### src/rtl/miriscv_lsu_pkg.sv
// Shared encodings and request-decode helpers for the load/store unit.
package miriscv_lsu_pkg;

    typedef enum logic [2:0] {
        LDST_B  = 3'b000,
        LDST_H  = 3'b001,
        LDST_W  = 3'b010,
        LDST_BU = 3'b100,
        LDST_HU = 3'b101
    } ldst_size_e;

    typedef enum logic [1:0] {
        IDLE,
        ACCESS,
        WAIT,
        DONE
    } lsu_state_e;

    // Misaligned halves/words and the three unused funct3 codes never reach the bus.
    function automatic logic access_bad(logic [2:0] size, logic [1:0] off);
        case (size)
            LDST_B, LDST_BU: return 1'b0;
            LDST_H, LDST_HU: return off[0];
            LDST_W:          return off != 2'b00;
            default:         return 1'b1;
        endcase
    endfunction

    function automatic logic [3:0] lane_mask(logic [1:0] sz, logic [1:0] off);
        case (sz)
            2'b00:   return 4'b0001 << off;
            2'b01:   return off[1] ? 4'b1100 : 4'b0011;
            default: return 4'b1111;
        endcase
    endfunction

    function automatic logic [31:0] lane_wdata(logic [1:0] sz, logic [31:0] d);
        case (sz)
            2'b00:   return {4{d[7:0]}};
            2'b01:   return {2{d[15:0]}};
            default: return d;
        endcase
    endfunction

endpackage

### src/rtl/miriscv_lsu_extend.sv
// Selects the addressed byte/half of a read word and sign- or zero-extends it.
module miriscv_lsu_extend
    import miriscv_lsu_pkg::*;
(
    input  logic [31:0] rdata_i,
    input  logic [1:0]  offset_i,
    input  logic [2:0]  size_i,
    output logic [31:0] data_o
);

    logic [7:0]  byte_sel;
    logic [15:0] half_sel;

    always_comb begin
        byte_sel = rdata_i[{offset_i, 3'b000} +: 8];
        half_sel = offset_i[1] ? rdata_i[31:16] : rdata_i[15:0];
        case (size_i)
            LDST_B:  data_o = {{24{byte_sel[7]}}, byte_sel};
            LDST_BU: data_o = {24'h000000, byte_sel};
            LDST_H:  data_o = {{16{half_sel[15]}}, half_sel};
            LDST_HU: data_o = {16'h0000, half_sel};
            default: data_o = rdata_i;
        endcase
    end

endmodule

### src/rtl/miriscv_lsu.sv
// Load/store unit: turns one core memory operation into a single registered bus request.
module miriscv_lsu
    import miriscv_lsu_pkg::*;
#(
    parameter int unsigned READ_LATENCY = 1
) (
    input  logic        clk_i,
    input  logic        rst_n_i,
    input  logic        lsu_req_i,
    input  logic        lsu_we_i,
    input  logic [2:0]  lsu_size_i,
    input  logic [31:0] lsu_addr_i,
    input  logic [31:0] lsu_data_i,
    output logic [31:0] lsu_data_o,
    output logic        lsu_stall_o,
    output logic        lsu_misalign_o,
    output logic        data_req_o,
    output logic        data_we_o,
    output logic [3:0]  data_be_o,
    output logic [31:0] data_addr_o,
    output logic [31:0] data_wdata_o,
    input  logic [31:0] data_rdata_i
);

    localparam logic [1:0] CNT_INIT = 2'(READ_LATENCY - 1);

    lsu_state_e  state_q, state_d;
    logic        we_q, we_d;
    logic [2:0]  size_q, size_d;
    logic [1:0]  off_q, off_d;
    logic        misalign_q, misalign_d;
    logic [1:0]  cnt_q, cnt_d;
    logic [31:0] result_q, result_d;
    logic        breq_q, breq_d;
    logic        bwe_q, bwe_d;
    logic [3:0]  be_q, be_d;
    logic [31:0] baddr_q, baddr_d;
    logic [31:0] wdata_q, wdata_d;
    logic [31:0] ext_rdata;

    miriscv_lsu_extend u_extend (
        .rdata_i  (data_rdata_i),
        .offset_i (off_q),
        .size_i   (size_q),
        .data_o   (ext_rdata)
    );

    always_comb begin
        state_d    = state_q;
        we_d       = we_q;
        size_d     = size_q;
        off_d      = off_q;
        misalign_d = misalign_q;
        cnt_d      = cnt_q;
        result_d   = result_q;
        breq_d     = 1'b0;
        bwe_d      = 1'b0;
        be_d       = be_q;
        baddr_d    = baddr_q;
        wdata_d    = wdata_q;
        case (state_q)
            IDLE: begin
                if (lsu_req_i) begin
                    we_d   = lsu_we_i;
                    size_d = lsu_size_i;
                    off_d  = lsu_addr_i[1:0];
                    if (access_bad(lsu_size_i, lsu_addr_i[1:0])) begin
                        misalign_d = 1'b1;
                        result_d   = '0;
                        state_d    = DONE;
                    end else begin
                        // Bus fields are registered here so they appear exactly in ACCESS.
                        breq_d  = 1'b1;
                        bwe_d   = lsu_we_i;
                        be_d    = lane_mask(lsu_size_i[1:0], lsu_addr_i[1:0]);
                        baddr_d = {lsu_addr_i[31:2], 2'b00};
                        wdata_d = lane_wdata(lsu_size_i[1:0], lsu_data_i);
                        state_d = ACCESS;
                    end
                end
            end
            ACCESS: begin
                if (we_q) begin
                    result_d = '0;
                    state_d  = DONE;
                end else begin
                    cnt_d   = CNT_INIT;
                    state_d = WAIT;
                end
            end
            WAIT: begin
                if (cnt_q != 2'd0) begin
                    cnt_d = cnt_q - 2'd1;
                end else begin
                    result_d = ext_rdata;
                    state_d  = DONE;
                end
            end
            default: begin
                misalign_d = 1'b0;
                state_d    = IDLE;
            end
        endcase
    end

    always_ff @(posedge clk_i or negedge rst_n_i) begin
        if (!rst_n_i) begin
            state_q    <= IDLE;
            we_q       <= 1'b0;
            size_q     <= '0;
            off_q      <= '0;
            misalign_q <= 1'b0;
            cnt_q      <= '0;
            result_q   <= '0;
            breq_q     <= 1'b0;
            bwe_q      <= 1'b0;
            be_q       <= '0;
            baddr_q    <= '0;
            wdata_q    <= '0;
        end else begin
            state_q    <= state_d;
            we_q       <= we_d;
            size_q     <= size_d;
            off_q      <= off_d;
            misalign_q <= misalign_d;
            cnt_q      <= cnt_d;
            result_q   <= result_d;
            breq_q     <= breq_d;
            bwe_q      <= bwe_d;
            be_q       <= be_d;
            baddr_q    <= baddr_d;
            wdata_q    <= wdata_d;
        end
    end

    assign lsu_stall_o    = lsu_req_i && (state_q != DONE);
    assign lsu_data_o     = result_q;
    assign lsu_misalign_o = misalign_q;
    assign data_req_o     = breq_q;
    assign data_we_o      = bwe_q;
    assign data_be_o      = be_q;
    assign data_addr_o    = baddr_q;
    assign data_wdata_o   = wdata_q;

endmodule

### config.mk
export PLATFORM = sky130hd
export DESIGN_NAME = miriscv_lsu
export DESIGN_NICKNAME = d
export VERILOG_FILES = /design/src/rtl/miriscv_lsu_pkg.sv /design/src/rtl/miriscv_lsu_extend.sv /design/src/rtl/miriscv_lsu.sv
export SDC_FILE = /design/constraint.sdc
export NUM_CORES = 1
export LEC_CHECK = 0
export BUFFER_PORTS_ARGS = -buffer_cell sky130_fd_sc_hd__buf_2
export CAP_MARGIN = 30
export CORE_MARGIN = 5
export CORE_UTILIZATION = 45
export DETAILED_ROUTE_END_ITERATION = 16
export PLACE_DENSITY = 0.74
export SYNTH_ARGS = -nofsm -noshare
export SYNTH_HDL_FRONTEND = slang
export SYNTH_SLANG_ARGS = --single-unit
export TNS_END_PERCENT = 5
### constraint.sdc
create_clock -name clk_i -period 2.5 [get_ports clk_i]
set_input_delay 0.25 -clock clk_i [delete_from_list [all_inputs] [get_ports clk_i]]
set_output_delay 0.25 -clock clk_i [all_outputs]
set_load 0.01 [all_outputs]
==> summary.txt <==
Drt
  • Number of remaining DRC errors: 0
  • Overall routed net length: between 10 and 15 mm
  • DR iter-0 viols: between 200 and 300
  • Router iterations before antenna repair: 4
  • Antenna viol nets, final: 0
  • Drt wl/cell: around 18 um
  • Via density: around 5.5
  • Vias: roughly 4,500

Flow run
  • Max-cap violations: 0

STA
  • Period Utilization, post-route: 0.8864
  • Clk_skew: approximately 0.0079 ns
  • Worst-margin pin slew: 0.7742 ns
  • Slew HR: 0.4838
  • Fmax achieved: around 0.45 GHz
  • # setup viols final: 0
  • Min cycle time layout: 2.216 ns
  • Sum Neg Setup Slack: 0 ns
  • RSZ-0062 raised after global routing: no
  • Max-slew violations: 0
  • Hold Vio Cnt, Final: 0

Worst setup path
  • Crit path launch type: flop
  • Critical path type: flop to flop
  • Worst R2R Setup Slack: 0.28 ns
  • Crit end category: flop
  • FF-to-FF End: lsu_data_o[18]
  • CP Data Required Time: 2.71 ns
  • Worst r2r path cells: 6
  • Worst r2r src: state_q[0]
  • CP max FO: 17
  • CP startpoint: state_q[0]
  • Critical path arrival: 2.43 ns
  • Critical path endpoint: lsu_data_o[18]

Synthesis
  • Mean Syn Cell Area: approximately 12 um2
  • Sequential-to-total area share from yosys stat: 0.5121
  • Netlist cell types: 45
  • Ys async rst share: 1.000
  • Main synth FF type: dfrtp_1
  • Cells after synthesis: approximately 470
  • Number of enable flip-flop cells after synthesis: 0
  • Post-Syn Area: 5424 um2
  • Synth warn: 0
  • FF+latch count, synth: ~110

Die
  • Initial core utilization: 0.4554
  • Core ar.: approximately 12,000 um2
  • Horiz. Die Dim: approximately 120 um
  • Ports: 207
  • Die area: about 14,000 um2
  • Die H: approximately 120 um
  • Row cnt: 40

Power
  • Peak VDD IR: 0.7105 mV
  • Pwr Total: ~0.0086 W
  • P per Cell Area: 1225 nW/um2
  • Static Leak: 3.546 nW

CTS
  • Clock root cell: clkbuf_16
  • Worst-case clock buffer depth: 2
  • CTS tree: built
  • Clock slew at reported path FFs: roughly 0.080 ns
  • Worst skew pair latency: between 0.3 and 0.4 ns
  • Hold-fix buffer count after cts: 1
  • H-tree levels: 3
  • CTS-repair resized insts: 0
  • Clock Sinks: between 100 and 150
  • Postcts setup bufs: 0
  • Cts bufs inserted: 9

GRT
  • First-pass GRT wire length: ~24 mm
  • Largest net degree at the start of global routing: 42
  • Total GRT Usage: 0.2087
  • Remaining global-route overflow: 0
  • Vias in the first global route: around 4,800
  • Initial antenna violation count: 0

Placement
  • Port Buffers: 204
  • Placement Cell Area: ~6600 um2
  • Cells after DPL: between 800 and 900
  • Placer congestion estimate: approximately 0.86
  • Detail Placement HPWL: approximately 11 mm

Cells and area
  • Final net count: 775
  • FF/Latch Area: between 2000 and 3000 um2
  • Most frequent cells in the layout: 203 x buf_2, 111 x dfrtp_1, 53 x mux2_2
  • ANT cells: 0
  • Finished Layout Cells: 819
  • # fillers: between 1,000 and 1,500
  • P&R area growth vs syn: 28.97%
  • Final core occ: 0.5873
  • Cell area after layout: around 7000 um2
  • Ratio of cells with drive above 1 in the final layout: 0.4598
  • Commonest non-fill, non-tap cell in the layout: buf_2
  • Multi-input logic area: about 2400 um2

Worst hold path
  • Hold Path Class: input port to flop

Status
  • Outcome: finished, final reports clean
==> where the power goes <==
group          switching, W  total, W  internal (W)
sequential         0.000459   0.00303       0.00257
clock              0.000703   0.00170      0.000996
combinational       0.00210   0.00384       0.00174
==> registers in the layout (all words and copies together), names as in the netlist, 2 cells and up <==
register	cells
data_wdata_o	32
lsu_data_o	32
data_addr_o	30
data_be_o	4
size_q	3
cnt_q	2
off_q	2
state_q	2
==> worst min path at each step <==
stage / startpoint / to / slack (ns) / cells after the start
after global routing: lsu_addr_i[7] / data_addr_o[7] / 0.10 / 2
after global placement: rst_n_i / lsu_data_o[10] / 0.22 / 1
final: lsu_addr_i[13] / data_addr_o[13] / 0.11 / 2
after floorplan: rst_n_i / cnt_q[0] / -0.05 / 0
after CTS: lsu_addr_i[13] / data_addr_o[13] / 0.1 / 2
after detailed placement: rst_n_i / lsu_data_o[9] / 0.22 / 1
==> synth_stat cells (10+ instances only) <==
master	count	area (um2)
dfrtp_1	111	2778
nor2_1	15	56.30
mux2_2	53	596.8
mux2i_1	34	340.3
nand2_1	32	120.1
clkbuf_1	14	52.55
a22oi_1	16	120.1
o21ai_0	32	160.2
o2bb2ai_2	10	150.1
o22ai_1	14	87.58
a21oi_1	22	110.1
inv_1	20	75.07
==> layer usage <==
layer	routed length, um	up-vias	track usage
li1	-	2095	-
met5	0	-	0
met4	389	0	0.09377
met2	7054	178	0.3383
met1	5949	2192	0.2516
met3	1272	25	0.07210
==> kinds of logic (layout without fill, tap and decap cells) <==
family                   Yosys count  after routing  synth area share
AND/OR/NAND/NOR                   68             68           0.05837
AO/OA/AOI/OAI                    130            130            0.1726
other                              1              2         0.0006914
multiplexers                      98             98            0.1977
buffers and inverters             55            258           0.04706
flip-flops                       111            111            0.5121
adder cells (fa/ha/maj)            5              5           0.01153
==> critical path, stage by stage (launching register included) <==
cell       delay [ns]
dfrtp_1          0.42
inv_1            0.10
ha_1             0.24
inv_1            0.10
o22ai_1          0.35
a2111o_1         0.69
o2bb2ai_1        0.17
==> layout make-up <==
type / count / share of cell area
timing repair buffer: 222 / 0.1713
multi-input combinational: 303 / 0.3439
clock inverter: 7 / 0.01842
clock buffer: 9 / 0.03219
inverter: 20 / 0.01073
sequential: 111 / 0.3971
tap: 147 / 0.02629
==> through the flow <==
stage	worst slack (ns)	hold slack, ns
3_5_place_dp	0.2950	0.2241
3_3_place_gp	0.4392	0.2240
5_1_grt	0.1093	0.1038
2_1_floorplan	0.5336	-0.04559
4_1_cts	0.2664	0.09800
6_report	0.2840	0.1144
No activity file was read; power rests on OpenSTA's default activity.
